## src/rtl/mac_rx_fcs_check.sv

```systemverilog
// Ethernet RX FCS checker: CRC-32 over the post-SFD stream, strips the 4 FCS bytes, flags bad frames on EOP.
// Optional statistics counters are enabled with `define MAC_RX_FCS_STATS_EN.
module mac_rx_fcs_check #(
  parameter int DATA_WIDTH    = 8,
  parameter int MIN_FRAME_LEN = 64
) (
  input  logic                  mac_clk,
  input  logic                  mac_rst,
  input  logic                  in_startofpacket,
  input  logic                  in_endofpacket,
  input  logic                  in_valid,
  input  logic [DATA_WIDTH-1:0] in_data,
  input  logic                  in_error,
  output logic                  out_startofpacket,
  output logic                  out_endofpacket,
  output logic                  out_valid,
  output logic [DATA_WIDTH-1:0] out_data,
  output logic                  out_error,
  output logic [31:0]           stat_frames_ok,
  output logic [31:0]           stat_frames_bad,
  output logic [15:0]           stat_runts
);
  localparam logic [31:0] CRC_INIT    = 32'hFFFFFFFF;
  localparam logic [31:0] CRC_RESIDUE = 32'hDEBB20E3;
  localparam logic [15:0] MIN_LEN     = 16'(MIN_FRAME_LEN);
  localparam bit          LEN_CHECK   = (MIN_FRAME_LEN != 0);

  generate
    if (DATA_WIDTH != 8) begin : g_bad_width
      $error("mac_rx_fcs_check: DATA_WIDTH must be 8");
    end
  endgenerate

  typedef enum logic [1:0] {S_IDLE, S_FILL, S_STREAM} state_t;

  function automatic logic [31:0] crc_byte(input logic [31:0] c, input logic [7:0] d);
    logic [31:0] r;
    r = c ^ {24'h0, d};
    for (int i = 0; i < 8; i++) r = r[0] ? ((r >> 1) ^ 32'hEDB88320) : (r >> 1);
    return r;
  endfunction

  state_t                       state, state_nxt;
  logic [3:0][DATA_WIDTH-1:0]   line_data;
  logic [3:0]                   line_sop;
  logic [1:0]                   fill_cnt;
  logic [31:0]                  crc, crc_base, crc_nxt;
  logic [15:0]                  len, len_nxt;
  logic                         err_seen, err_nxt;
  logic                         sop_in;
  logic                         restart, push, emit, emit_eop, emit_err, frame_bad;

  assign sop_in   = in_valid & in_startofpacket;
  // A new sop always starts a fresh CRC/length/error context, whatever state we are in.
  assign crc_base = restart ? CRC_INIT : crc;
  assign crc_nxt  = crc_byte(crc_base, in_data);
  assign len_nxt  = restart ? 16'd1 : ((len == 16'hFFFF) ? len : len + 16'd1);
  assign err_nxt  = (restart ? 1'b0 : err_seen) | in_error;
  assign frame_bad = (crc_nxt != CRC_RESIDUE) | err_nxt | (LEN_CHECK && (len_nxt < MIN_LEN));

  always_comb begin
    state_nxt = state;
    restart   = 1'b0;
    push      = 1'b0;
    emit      = 1'b0;
    emit_eop  = 1'b0;
    emit_err  = 1'b0;
    case (state)
      S_IDLE: begin
        if (sop_in) begin
          restart   = 1'b1;
          state_nxt = in_endofpacket ? S_IDLE : S_FILL;
        end
      end
      S_FILL: begin
        if (sop_in) begin
          restart   = 1'b1;
          state_nxt = in_endofpacket ? S_IDLE : S_FILL;
        end else if (in_valid) begin
          push = 1'b1;
          if (in_endofpacket)      state_nxt = S_IDLE;
          else if (fill_cnt == 2'd3) state_nxt = S_STREAM;
        end
      end
      S_STREAM: begin
        if (sop_in) begin
          // Abort: oldest held byte closes the old frame as bad, new byte refills the line.
          emit      = 1'b1;
          emit_eop  = 1'b1;
          emit_err  = 1'b1;
          restart   = 1'b1;
          state_nxt = in_endofpacket ? S_IDLE : S_FILL;
        end else if (in_valid) begin
          emit = 1'b1;
          push = 1'b1;
          if (in_endofpacket) begin
            emit_eop  = 1'b1;
            emit_err  = frame_bad;
            state_nxt = S_IDLE;
          end
        end
      end
      default: state_nxt = S_IDLE;
    endcase
  end

  always_ff @(posedge mac_clk or posedge mac_rst) begin
    if (mac_rst) begin
      state             <= S_IDLE;
      line_data         <= '0;
      line_sop          <= '0;
      fill_cnt          <= '0;
      crc               <= CRC_INIT;
      len               <= '0;
      err_seen          <= 1'b0;
      out_valid         <= 1'b0;
      out_startofpacket <= 1'b0;
      out_endofpacket   <= 1'b0;
      out_error         <= 1'b0;
      out_data          <= '0;
    end else begin
      state <= state_nxt;
      if (restart) begin
        line_data <= {{(3*DATA_WIDTH){1'b0}}, in_data};
        line_sop  <= 4'b0001;
        fill_cnt  <= 2'd1;
      end else if (push) begin
        line_data <= {line_data[2:0], in_data};
        line_sop  <= {line_sop[2:0], 1'b0};
        fill_cnt  <= 2'(fill_cnt + 2'd1);
      end
      if (restart || push) begin
        crc      <= crc_nxt;
        len      <= len_nxt;
        err_seen <= err_nxt;
      end
      out_valid         <= emit;
      out_data          <= emit ? line_data[3] : '0;
      out_startofpacket <= emit & line_sop[3];
      out_endofpacket   <= emit_eop;
      out_error         <= emit_err;
    end
  end

`ifdef MAC_RX_FCS_STATS_EN
  // Runt events: a frame dropped in S_FILL by eop or sop, plus a sop&eop single-byte frame.
  logic [1:0]  runt_inc;
  logic [16:0] runt_sum;
  assign runt_inc = {1'b0, in_valid & (state == S_FILL) & (in_startofpacket | in_endofpacket)}
                  + {1'b0, sop_in & in_endofpacket};
  assign runt_sum = {1'b0, stat_runts} + {15'b0, runt_inc};

  always_ff @(posedge mac_clk or posedge mac_rst) begin
    if (mac_rst) begin
      stat_frames_ok  <= '0;
      stat_frames_bad <= '0;
      stat_runts      <= '0;
    end else begin
      if (emit_eop && !emit_err && stat_frames_ok != 32'hFFFFFFFF)
        stat_frames_ok <= stat_frames_ok + 32'd1;
      if (emit_eop && emit_err && stat_frames_bad != 32'hFFFFFFFF)
        stat_frames_bad <= stat_frames_bad + 32'd1;
      stat_runts <= runt_sum[16] ? 16'hFFFF : runt_sum[15:0];
    end
  end
`else
  assign stat_frames_ok  = '0;
  assign stat_frames_bad = '0;
  assign stat_runts      = '0;
`endif

endmodule

```

## config.mk

```make
export PLATFORM = sky130hd
export DESIGN_NAME = mac_rx_fcs_check
export DESIGN_NICKNAME = d
export VERILOG_FILES = /design/src/rtl/mac_rx_fcs_check.sv
export SDC_FILE = /design/constraint.sdc
export NUM_CORES = 1
export LEC_CHECK = 0
export BUFFER_PORTS_ARGS = -buffer_cell sky130_fd_sc_hd__buf_2
export CAP_MARGIN = 15
export CORE_ASPECT_RATIO = 0.7
export CORE_MARGIN = 10
export CORE_UTILIZATION = 50
export CTS_CLUSTER_DIAMETER = 120
export DETAILED_ROUTE_END_ITERATION = 10
export PLACE_DENSITY = 0.72
export SKIP_LAST_GASP = 1
export SLEW_MARGIN = 5
export SYNTH_ARGS = -nofsm -noshare
export SYNTH_HDL_FRONTEND = slang
export SYNTH_SLANG_ARGS = --single-unit
```

## constraint.sdc

```tcl
create_clock -name mac_clk -period 4.4 [get_ports mac_clk]
set_input_delay 0.88 -clock mac_clk [delete_from_list [all_inputs] [get_ports mac_clk]]
set_output_delay 0.88 -clock mac_clk [all_outputs]
set_load 0.01 [all_outputs]
```

==> impl_metrics.csv <==
group,metric,value,unit
die,dieArea,0.0182,mm2
timing,fin_crit_sh,0.823,
critical_path,path_buf_inv,0,
drt,drc,0,
drt,num_vias,5075,
critical_path,crit_slowest_cell,"xor2_1",
global_route,grt_pass1_vias,4789,
drt,wire_per_inst,17.9,um
layout,drive_gt1_frac,0.130,
clock_tree,clk_path_buf_depth,2,
timing,rsz0062_at_grt,"no",
die,core_area,0.0127,mm2
logic_synthesis,synth_flop_cell,"dfrtp_1",
logic_synthesis,async_flop_share,1.00,
critical_path,crit_top_cell,"xor2_1",
logic_synthesis,synth_edf_count,0,
logic_synthesis,synth_area_leader_cell,"dfrtp_1",
critical_path,crit_chain,"ha_1 -> nand3b_4 -> a211oi_1 -> xor2_1 -> xor2_1 -> mux2_2 -> and3_1 -> o311a_1 -> a21boi_1",
power,ir_drop,0.000348,V
logic_synthesis,synth_simple_gate_area_frac,0.186,
timing,setup_viol,0,
critical_path,setup.worst_path.class,"reg2reg",
logic_synthesis,ys_ff_latch,101,
power,power_density,676,mW/mm2
layout,fill_cells,1161,
logic_synthesis,synth_top_family_by_area,"simple AND/OR/NAND/NOR gates",
clock_tree,cts_tree,"done",
layout,stdcell_count,926,
clock_tree,path_clk_slew,0.08,ns
placement,hpwl,12.1,mm
logic_synthesis,synth_cells,758,
die,io_pins,106,
layout,stdcell_area,0.00685,mm2
die,die_y,116,um
flow_run,maxCapViolCount,0,
timing,hold_viol,0,
die,num_rows,34,
logic_synthesis,synth.distinct_cells,62,
critical_path,worstPathRequired,4.68,ns
critical_path,endpoint_kind,"flip-flop",
drt,wirelength,16.6,mm
drt,postRouteAntennaNets,0,
clock_tree,cts-root-buf,"clkbuf_16",
logic_synthesis,synth_seq_area_share,0.390,
clock_tree,cts_num_sinks,101,
global_route,track_usage,0.181,
timing,relSlewSlack,0.385,
logic_synthesis,muxShareOfSynthArea,0.00626,
min_path,hold_start,"line_data[5]$_DFFE_PP0P_",
critical_path,worstPathArrival,3.90,ns
logic_synthesis,synth_common_cells,"nand2_1, buf_4, a21oi_1, dfrtp_1, nor2_1",
timing,maxClockFrequency,0.276,GHz
global_route,overflow,0,
clock_tree,insertion_delay,0.37,ns
critical_path,cpPeakStageDelay,0.60,ns
timing,slew_violations,0,
timing,post-route-min-period,3.62,ns
logic_synthesis,synth_area_leaders,"dfrtp_1, dfstp_2, buf_4",
critical_path,critPathMaxFanout,10,
min_path,hold_path.class,"reg2reg",
clock_tree,cts_buffers,9,
critical_path,critical_path.top_delay_family,"XOR/XNOR gates",
placement,place_area,0.00654,mm2
critical_path,cp-start-kind,"flip-flop",
timing,fin_tns_setup,0,ns
logic_synthesis,synth_fa_ha_area_frac,0.0133,
clock_tree,cts_hold_buf,0,
drt,drt_iter0_drc,513,
global_route,grt_first_pass_wirelength,26.2,mm
timing,worstMarginPinSlew,0.915,ns
clock_tree,cts_resized,0,
outcome,outcome,"completed",
drt,vias_per_cell,5.48,
timing,fin_skew,0.0125,ns
power,p_leak,3.08,nW
layout,antenna_cells,0,
critical_path,worstSetupStartpoint,"state[0]$_DFFE_PP0P_",
power,finalPower,0.00463,W
timing,timing.hold.ws,0.477,ns
logic_synthesis,synth_xor_area_frac,0.135,
placement,place_congestion,0.987,
logic_synthesis,yosys.area.top_type_share,0.262,
logic_synthesis,yosysWarnings,0,
logic_synthesis,yosysMostFrequentCell,"nand2_1",
logic_synthesis,synth-compound-area-share,0.143,
die,die_w,157,um
clock_tree,post-cts-setup-buffer-count,0,
global_route,antenna_found_initial,0,
global_route,grt_max_degree,75,
logic_synthesis,syn_area,0.00659,mm2
layout,layout.nets,780,
layout,area_growth,3.97,%
die,initial_core_util,0.520,
drt,drtPass1Iterations,5,
clock_tree,ctsHtreeMaxLevel,3,
placement,port_buffers,25,
placement,placed_cells,910,
critical_path,reg2reg_from,"state[0]$_DFFE_PP0P_",
logic_synthesis,avgSynthCellArea,8.70,um2
registers in the layout (all words and copies together), names as in the netlist, 2 cells and up:
signal,cells
out_data,8
fill_cnt,2
len,16
state,2
line_data,32
crc,32
line_sop,4
power by group:
part           total (W)  internal (W)  switching, W
registers        0.00153       0.00126      0.000277
clock network   0.000816      0.000407      0.000409
logic            0.00228      0.000983       0.00130
layout by cell type (no fill, tap or decap), types with 10 or more instances in the layout:
cell     netlist  routed
a21oi_1       73      73
and3_1        12      12
buf_2          0      25
buf_4         81      13
conb_1         1      80
dfrtp_1       69      69
dfstp_2       32      32
inv_1         11      10
nand2_1      121     121
nor2_1        63      62
nor3_1        11      11
o21ai_0       25      25
o22ai_1       15      15
xnor2_1       51      51
xor2_1        33      33
logic make-up after synthesis:
kind of cell    count (synthesis)
xor+xnor                       91
buf+inv                       138
compound gates                153
fa+ha+maj                       7
flops                         101
other cells                     1
mux                             4
simple gates                  263
worst register-to-register path, cell delays in order, from the launching register on:
cell	delay (ns)
dfrtp_1	0.43
ha_1	0.29
nand3b_4	0.27
a211oi_1	0.48
xor2_1	0.60
xor2_1	0.43
mux2_2	0.38
and3_1	0.18
o311a_1	0.34
a21boi_1	0.14
metal layers:
metal / wire (um) / GRT usage / up-vias
met3: 1320 / 0.0466 / 21
met4: 143 / 0.0453 / 0
met1: 7650 / 0.260 / 2486
met2: 7440 / 0.265 / 160
met5: 0 / 0 / -
li1: - / - / 2408
worst paths after layout:
kind                                       endpoint  slack [ns]  cells after the start
max                             out_error$_DFF_PP0_        0.78                      9
min                        line_data[5]$_DFFE_PP0P_        0.48                      2
max reg2reg                     out_error$_DFF_PP0_        0.78                      9
min reg2reg                line_data[5]$_DFFE_PP0P_        0.48                      2
max in group asynchronous       crc[24]$_DFFE_PP1P_        2.74                      3
min in group asynchronous   line_sop[3]$_DFFE_PP0P_        0.70                      2
per-stage QoR:
stage | utilization | setup slack (ns)
floorplan | - | 0.926
global placement | 0.516 | 0.685
detailed placement | 0.516 | 0.532
CTS | 0.541 | 0.785
global route | 0.541 | 0.513
finish | 0.541 | 0.778
final cells by class:
| type | count | area, um2 | area share |
|---|---|---|---|
| multi-input cells | 598 | 3500 | 0.511 |
| flip-flops and latches | 101 | 2570 | 0.375 |
| clock buffers | 9 | 225 | 0.0329 |
| repair buffers | 38 | 223 | 0.0325 |
| well taps | 162 | 203 | 0.0296 |
| clock inverters | 7 | 91.3 | 0.0133 |
| inverters | 11 | 43.8 | 0.00639 |
Power figures use the tool's default switching activity.
